==> src/rtl/wb_i2c_seq_pkg.sv <==
// Shared constants for the I2C command sequencer: I2C core register map,
// CR/SR bit positions, command opcodes and sequencer states.
package wb_i2c_seq_pkg;

    localparam logic [2:0] PRER_LO = 3'd0;
    localparam logic [2:0] PRER_HI = 3'd1;
    localparam logic [2:0] CTR     = 3'd2;
    localparam logic [2:0] TXR_RXR = 3'd3;
    localparam logic [2:0] CR_SR   = 3'd4;

    localparam int CR_STA = 7;
    localparam int CR_STO = 6;
    localparam int CR_RD  = 5;
    localparam int CR_WR  = 4;
    localparam int CR_ACK = 3;

    localparam int SR_RXACK = 7;
    localparam int SR_BUSY  = 6;
    localparam int SR_AL    = 5;
    localparam int SR_TIP   = 1;

    localparam logic [7:0] CTR_EN = 8'h80;

    typedef enum logic [2:0] {
        OP_INIT         = 3'd0,
        OP_START_WR     = 3'd1,
        OP_WR           = 3'd2,
        OP_RD_ACK       = 3'd3,
        OP_RD_NACK      = 3'd4,
        OP_STOP         = 3'd5,
        OP_WR_STOP      = 3'd6,
        OP_RD_NACK_STOP = 3'd7
    } cmd_op_e;

    typedef enum logic [3:0] {
        S_IDLE   = 4'd0,
        S_PRE_LO = 4'd1,
        S_PRE_HI = 4'd2,
        S_CTR    = 4'd3,
        S_TXR    = 4'd4,
        S_CR     = 4'd5,
        S_POLL   = 4'd6,
        S_RXR    = 4'd7,
        S_RESP   = 4'd8
    } state_e;

    function automatic logic is_wr_op(cmd_op_e op);
        return op inside {OP_START_WR, OP_WR, OP_WR_STOP};
    endfunction

    function automatic logic is_rd_op(cmd_op_e op);
        return op inside {OP_RD_ACK, OP_RD_NACK, OP_RD_NACK_STOP};
    endfunction

    function automatic logic [7:0] cr_for_op(cmd_op_e op);
        logic [7:0] cr;
        cr = 8'h00;
        case (op)
            OP_START_WR:     begin cr[CR_STA] = 1'b1; cr[CR_WR] = 1'b1; end
            OP_WR:           cr[CR_WR] = 1'b1;
            OP_WR_STOP:      begin cr[CR_STO] = 1'b1; cr[CR_WR] = 1'b1; end
            OP_RD_ACK:       cr[CR_RD] = 1'b1;
            OP_RD_NACK:      begin cr[CR_RD] = 1'b1; cr[CR_ACK] = 1'b1; end
            OP_RD_NACK_STOP: begin cr[CR_STO] = 1'b1; cr[CR_RD] = 1'b1; cr[CR_ACK] = 1'b1; end
            OP_STOP:         cr[CR_STO] = 1'b1;
            default:         cr = 8'h00;
        endcase
        return cr;
    endfunction

endpackage

==> src/rtl/wb_single_xfer.sv <==
// One-shot Wishbone master: a req pulse launches one access, done pulses the
// cycle after ACK with the captured read data.
module wb_single_xfer (
    input  logic       clk_i,
    input  logic       rst_i,
    input  logic       req_i,
    input  logic [2:0] addr_i,
    input  logic [7:0] wdata_i,
    input  logic       we_i,
    output logic       done_o,
    output logic [7:0] rdata_o,
    output logic [2:0] wb_adr_o,
    output logic [7:0] wb_dat_o,
    input  logic [7:0] wb_dat_i,
    output logic       wb_we_o,
    output logic       wb_stb_o,
    output logic       wb_cyc_o,
    input  logic       wb_ack_i
);

    logic       stb_q;
    logic [2:0] adr_q;
    logic [7:0] dat_q;
    logic       we_q;
    logic [7:0] rdata_q;
    logic       done_q;

    // req is ignored while an access is open; the requester waits for done.
    always_ff @(posedge clk_i or posedge rst_i) begin
        if (rst_i) begin
            stb_q   <= 1'b0;
            adr_q   <= 3'd0;
            dat_q   <= 8'h00;
            we_q    <= 1'b0;
            rdata_q <= 8'h00;
            done_q  <= 1'b0;
        end else begin
            done_q <= 1'b0;
            if (stb_q) begin
                if (wb_ack_i) begin
                    stb_q   <= 1'b0;
                    rdata_q <= wb_dat_i;
                    done_q  <= 1'b1;
                end
            end else if (req_i) begin
                stb_q <= 1'b1;
                adr_q <= addr_i;
                dat_q <= wdata_i;
                we_q  <= we_i;
            end
        end
    end

    assign done_o   = done_q;
    assign rdata_o  = rdata_q;
    assign wb_adr_o = adr_q;
    assign wb_dat_o = dat_q;
    assign wb_we_o  = we_q;
    assign wb_stb_o = stb_q;
    assign wb_cyc_o = stb_q;

endmodule

==> src/rtl/wb_i2c_cmd_sequencer.sv <==
// Turns byte-level I2C commands into I2C master core register sequences
// (init, TXR/CR writes, SR polling, RXR read) and returns one response each.
module wb_i2c_cmd_sequencer
    import wb_i2c_seq_pkg::*;
#(
    parameter logic [15:0] PRESCALE   = 16'h00C7,
    parameter logic [15:0] POLL_LIMIT = 16'd4096
) (
    input  logic       WB_CLK_I,
    input  logic       ARST_I,
    input  logic       CMD_VALID_I,
    output logic       CMD_READY_O,
    input  logic [2:0] CMD_OP_I,
    input  logic [7:0] CMD_DATA_I,
    output logic       RSP_VALID_O,
    input  logic       RSP_READY_I,
    output logic [7:0] RSP_DATA_O,
    output logic       RSP_NACK_O,
    output logic       RSP_AL_O,
    output logic       RSP_TMO_O,
    output logic       BUSY_O,
    output logic [2:0] WB_ADR_O,
    output logic [7:0] WB_DAT_O,
    input  logic [7:0] WB_DAT_I,
    output logic       WB_WE_O,
    output logic       WB_STB_O,
    output logic       WB_CYC_O,
    input  logic       WB_ACK_I
);

    state_e     state_q, state_d;
    cmd_op_e    op_q, op_d, cmd_op;
    logic [7:0] data_q, data_d;
    logic       pend_q, pend_d;
    logic [15:0] cnt_q, cnt_d, cnt_inc;
    logic [7:0] rsp_data_q, rsp_data_d;
    logic       nack_q, nack_d;
    logic       al_q, al_d;
    logic       tmo_q, tmo_d;
    logic       rdy_en_q;

    logic       x_req, x_we, x_done, acc;
    logic [2:0] x_addr;
    logic [7:0] x_wdata, x_rdata;
    logic       accept, poll_exit;

    assign cmd_op  = cmd_op_e'(CMD_OP_I);
    assign accept  = CMD_VALID_I && CMD_READY_O;
    assign cnt_inc = cnt_q + 16'd1;
    assign acc     = state_q inside {S_PRE_LO, S_PRE_HI, S_CTR, S_TXR, S_CR, S_POLL, S_RXR};
    assign poll_exit = (op_q == OP_STOP) ? !x_rdata[SR_BUSY] : !x_rdata[SR_TIP];

    always_comb begin
        state_d    = state_q;
        op_d       = op_q;
        data_d     = data_q;
        cnt_d      = cnt_q;
        rsp_data_d = rsp_data_q;
        nack_d     = nack_q;
        al_d       = al_q;
        tmo_d      = tmo_q;
        x_addr     = CR_SR;
        x_wdata    = 8'h00;
        x_we       = 1'b0;
        case (state_q)
            S_IDLE: if (accept) begin
                op_d       = cmd_op;
                data_d     = CMD_DATA_I;
                cnt_d      = 16'd0;
                rsp_data_d = 8'h00;
                nack_d     = 1'b0;
                al_d       = 1'b0;
                tmo_d      = 1'b0;
                if (cmd_op == OP_INIT)
                    state_d = S_PRE_LO;
                else if (is_wr_op(cmd_op))
                    state_d = S_TXR;
                else
                    state_d = S_CR;
            end
            S_PRE_LO: begin
                x_addr = PRER_LO; x_wdata = PRESCALE[7:0]; x_we = 1'b1;
                if (x_done) state_d = S_PRE_HI;
            end
            S_PRE_HI: begin
                x_addr = PRER_HI; x_wdata = PRESCALE[15:8]; x_we = 1'b1;
                if (x_done) state_d = S_CTR;
            end
            S_CTR: begin
                x_addr = CTR; x_wdata = CTR_EN; x_we = 1'b1;
                if (x_done) state_d = S_RESP;
            end
            S_TXR: begin
                x_addr = TXR_RXR; x_wdata = data_q; x_we = 1'b1;
                if (x_done) state_d = S_CR;
            end
            S_CR: begin
                x_addr = CR_SR; x_wdata = cr_for_op(op_q); x_we = 1'b1;
                if (x_done) state_d = S_POLL;
            end
            // AL wins over the normal exit; the limit only applies when neither hit.
            S_POLL: if (x_done) begin
                cnt_d = cnt_inc;
                if (x_rdata[SR_AL]) begin
                    al_d    = 1'b1;
                    state_d = S_RESP;
                end else if (poll_exit) begin
                    nack_d  = is_wr_op(op_q) ? x_rdata[SR_RXACK] : 1'b0;
                    state_d = is_rd_op(op_q) ? S_RXR : S_RESP;
                end else if (cnt_inc == POLL_LIMIT) begin
                    tmo_d   = 1'b1;
                    state_d = S_RESP;
                end
            end
            S_RXR: begin
                x_addr = TXR_RXR;
                if (x_done) begin
                    rsp_data_d = x_rdata;
                    state_d    = S_RESP;
                end
            end
            S_RESP: if (RSP_READY_I) state_d = S_IDLE;
            default: state_d = S_IDLE;
        endcase
    end

    // One request per access state; pend blocks re-issue until done returns.
    assign x_req = acc && !pend_q;
    always_comb begin
        pend_d = pend_q;
        if (x_done)
            pend_d = 1'b0;
        else if (x_req)
            pend_d = 1'b1;
    end

    always_ff @(posedge WB_CLK_I or posedge ARST_I) begin
        if (ARST_I) begin
            state_q    <= S_IDLE;
            op_q       <= OP_INIT;
            data_q     <= 8'h00;
            pend_q     <= 1'b0;
            cnt_q      <= 16'd0;
            rsp_data_q <= 8'h00;
            nack_q     <= 1'b0;
            al_q       <= 1'b0;
            tmo_q      <= 1'b0;
            rdy_en_q   <= 1'b0;
        end else begin
            state_q    <= state_d;
            op_q       <= op_d;
            data_q     <= data_d;
            pend_q     <= pend_d;
            cnt_q      <= cnt_d;
            rsp_data_q <= rsp_data_d;
            nack_q     <= nack_d;
            al_q       <= al_d;
            tmo_q      <= tmo_d;
            rdy_en_q   <= 1'b1;
        end
    end

    wb_single_xfer u_xfer (
        .clk_i    (WB_CLK_I),
        .rst_i    (ARST_I),
        .req_i    (x_req),
        .addr_i   (x_addr),
        .wdata_i  (x_wdata),
        .we_i     (x_we),
        .done_o   (x_done),
        .rdata_o  (x_rdata),
        .wb_adr_o (WB_ADR_O),
        .wb_dat_o (WB_DAT_O),
        .wb_dat_i (WB_DAT_I),
        .wb_we_o  (WB_WE_O),
        .wb_stb_o (WB_STB_O),
        .wb_cyc_o (WB_CYC_O),
        .wb_ack_i (WB_ACK_I)
    );

    assign CMD_READY_O = rdy_en_q && (state_q == S_IDLE);
    assign BUSY_O      = (state_q != S_IDLE);
    assign RSP_VALID_O = (state_q == S_RESP);
    assign RSP_DATA_O  = rsp_data_q;
    assign RSP_NACK_O  = nack_q;
    assign RSP_AL_O    = al_q;
    assign RSP_TMO_O   = tmo_q;

endmodule
==> config.mk <==
export PLATFORM = sky130hd
export DESIGN_NAME = wb_i2c_cmd_sequencer
export DESIGN_NICKNAME = d
export VERILOG_FILES = /design/src/rtl/wb_i2c_seq_pkg.sv /design/src/rtl/wb_single_xfer.sv /design/src/rtl/wb_i2c_cmd_sequencer.sv
export SDC_FILE = /design/constraint.sdc
export NUM_CORES = 1
export LEC_CHECK = 0
export ABC_AREA = 1
export CAP_MARGIN = 10
export CORE_ASPECT_RATIO = 1.75
export CORE_MARGIN = 2
export CORE_UTILIZATION = 41
export DETAILED_ROUTE_END_ITERATION = 8
export DONT_BUFFER_PORTS = 1
export GPL_TIMING_DRIVEN = 0
export PLACE_DENSITY_LB_ADDON = 0.12
export SYNTH_ARGS = -nofsm -noshare
export SYNTH_HDL_FRONTEND = slang
export SYNTH_SLANG_ARGS = --single-unit
==> constraint.sdc <==
create_clock -name WB_CLK_I -period 1.9 [get_ports WB_CLK_I]
set_clock_uncertainty 0.2 [all_clocks]
set_input_delay 0.19 -clock WB_CLK_I [delete_from_list [all_inputs] [get_ports WB_CLK_I]]
set_output_delay 0.19 -clock WB_CLK_I [all_outputs]
set_load 0.03 [all_outputs]
==> summary.md <==
| Metric | Value |
|---|---|
| H-tree levels | 3 |
| Fillers | 762 |
| Count of cell types in the netlist | 35 |
| Crit path arrival time | 2.08 ns |
| Drt wl/cell | 15.9 um |
| Register area share after synthesis | 0.479 |
| CTS tree | done |
| Syn avg cell area | 7.69 um^2 |
| Asr flop ratio synth | 1.00 |
| Total of max-cap violations | 0 |
| Clk buf depth | 2 |
| Worst Hold Class | in2reg |
| Share of post-route cells with drive strength above 1 | 0.285 |
| Vias in the first global route | 3348 |
| Setup TNS | -2.37 ns |
| Crit-path max cell delay | 0.46 ns |
| Area of the multi-input gates | 0.00185 mm^2 |
| Nature of the critical path endpoint | flip-flop |
| Io pins | 52 |
| Final std cells w/o fill | 611 |
| Critical Path Fanout Max | 6 |
| Largest net degree at the start of global routing | 33 |
| Routed WL | 9690 um |
| Gr usage total | 0.225 |
| Via count | 3213 |
| CORE AREA | 0.00826 mm^2 |
| Later-pin clock latency in the skew report | 0.33 ns |
| RSZ-0062 raised after global routing | true |
| Min setup slack post-route | -0.116 ns |
| Cell Area, Placed | 0.00363 mm^2 |
| Root Buffer Master | clkbuf_16 |
| Prevailing post-synth register cell | dfrtp_1 |
| Buffers added on ports | 0 |
| WS Path Type | reg2reg |
| YS warnings | 0 |
| Layout area overhead | 40.9% |
| Post-DP HPWL | 6570 um |
| Number of DRC markers in iteration 0 | 104 |
| Design area | 0.00485 mm^2 |
| Post-synth top cells | 155 x nand2_1, 66 x dfrtp_1, 49 x inv_1 |
| DRC | 0 |
| CTS buffer count | 9 |
| Post-synth EDFFs | 0 |
| Placed cells | 542 |
| DIE HEIGHT | 125 um |
| Crit start category | flip-flop |
| Final hold vios | 0 |
| Chip Width | 73.3 um |
| WP data required | 1.96 ns |
| Max Slew Vio Count | 0 |
| Number of antenna diodes | 0 |
| Drt first pass iters | 4 |
| Starting Density | 0.417 |
| #FFs+latches synth | 66 |
| Max frequency | 0.496 GHz |
| Routed Antenna Nets | 0 |
| Vias per Instance | 5.26 |
| Cell taking the most area after synthesis | dfrtp_1 |
| Most frequent cell after synthesis | nand2_1 |
| Tmin final | 2.02 ns |
| Final cycle utilization of the critical path | 1.06 |
| Die ar. | 0.00918 mm^2 |
| Crit path cell chain | nor2_4, nand2_8, nor2_4, nand2_4, nand2_4, nand3_4, nor3b_2, nand3_1, a21oi_1 |
| Share of the synthesized area in the top cell type | 0.479 |
| Post-Syn Instances | 448 |
| Outcome | complete, but fails checks |
| Endpoints failing setup | 30 |
| Worst IR Drop VDD | 906 uV |
| Sink Count | 66 |
| Overflow after GRT | 0 |
| Initial antenna violation count | 0 |
| Global-route wire length before repair | 15800 um |
| LEAKAGE | 0.00225 uW |
| Reg area | 0.00166 mm^2 |
| Utilization after layout | 0.588 |
| Routability Congestion | 0.864 |
| Nets | 540 |
| Top cells by area, synth | dfrtp_1 48%, nand2_1 17%, inv_1 5.3% |
| Cell area after synthesis | 0.00345 mm^2 |
| Post-synthesis net count | 474 |
| Violated checks | setup timing |
| Std cell rows | 44 |
| Power per cell area | 1510 mW/mm^2 |
| Worst-path clk slew | 0.06 ns |
| Slowest library cell on the worst path | dfrtp_2 |
## state kept, by name, summed over array words and instances, names as in the netlist
name	count
RSP_TMO_O	1
state_q	4
u_xfer.wb_we_o	1
rdy_en_q	1
RSP_AL_O	1
RSP_NACK_O	1
u_xfer.wb_cyc_o	1
op_q	3
cnt_q	16
RSP_DATA_O	8
u_xfer.rdata_o	8
u_xfer.done_o	1
data_q	8
pend_q	1
u_xfer.wb_dat_o	8
u_xfer.wb_adr_o	3
## through the flow
step | total power, uW | hold WS, ns | setup WS [ns]
CTS | 6980 | 0.0302 | -0.170
floorplan | 3940 | 0.0864 | -0.00963
finish | 7350 | 0.0352 | -0.116
global placement | 4440 | 0.0893 | -0.311
global route | 7810 | 0.0521 | -0.226
detailed placement | 4480 | -0.188 | -0.345
## worst paths after layout
check / slack [ns] / depth (start not counted) / end / from
setup / recovery: -0.12 / 9 / RSP_TMO_O / state_q[0]
hold / removal: 0.04 / 3 / u_xfer.rdata_o[7] / WB_ACK_I
min in group asynchronous: 0.07 / 2 / RSP_DATA_O[2] / ARST_I
hold reg to reg: 0.28 / 2 / u_xfer.rdata_o[3] / u_xfer.rdata_o[3]
max in group asynchronous: 0.78 / 4 / u_xfer.wb_cyc_o / ARST_I
setup reg to reg: -0.12 / 9 / RSP_TMO_O / state_q[0]
## routing by layer
layer | track usage | wire length (um) | vias up
li1 | - | - | 1575
met1 | 0.230 | 3470 | 1547
met2 | 0.410 | 5580 | 71
met3 | 0.0548 | 360 | 20
met4 | 0.107 | 282 | 0
met5 | 0 | 0 | -
## cell usage in the layout, fill, tap and decap left out, types with 12 or more instances in the layout
| cell | instances |
|---|---|
| dfrtp_1 | 61 |
| nand2_1 | 137 |
| nor2_4 | 13 |
| buf_4 | 18 |
| inv_1 | 45 |
| nand3_1 | 22 |
| o21ai_1 | 12 |
| dlygate4sd3_1 | 23 |
| o21ai_0 | 19 |
| nor2_1 | 21 |
| nand2_2 | 15 |
| buf_6 | 16 |
## power by group
part / internal (uW) / total [uW] / switching [uW] / leakage [uW]
clock network: 1190 / 1820 / 638 / 0.000159
logic: 1290 / 3100 / 1810 / 0.00123
registers: 1810 / 2430 / 618 / 0.000858
## kinds of logic (layout without fill, tap and decap cells)
family / count (synthesis) / count (layout) / synth area share
other: 1 / 1 / 0.00109
buffers and inverters: 65 / 136 / 0.0795
AO/OA/AOI/OAI: 68 / 68 / 0.114
adder cells (fa/ha/maj): 2 / 2 / 0.00726
flip-flops: 66 / 66 / 0.479
XOR/XNOR: 1 / 1 / 0.00254
AND/OR/NAND/NOR: 244 / 244 / 0.314
multiplexers: 1 / 1 / 0.00290
## worst max-delay path, delay by kind of cell, from the launching register on
family	cells	cell delay, ns
flops	1	0.46
compound gates	1	0.12
simple gates	8	1.17
## final cells by class
class | count | share of cell area
plain buffers | 9 | 0.0193
clock buffers | 10 | 0.0492
clock inverters | 6 | 0.0186
well taps | 92 | 0.0237
repair buffers | 55 | 0.119
inverters | 56 | 0.0482
flip-flops and latches | 66 | 0.341
multi-input cells | 317 | 0.381
## what timing repair did
item                       in CTS  in global routing
hold buffers                   23                  0
cloned                          3                  1
setup endpoints to repair      48                 51
buffers inserted               16                 10
pin swaps                      15                 23
hold endpoints to repair       88                  0
resized for setup              57                 58
Power figures use the tool's default switching activity.
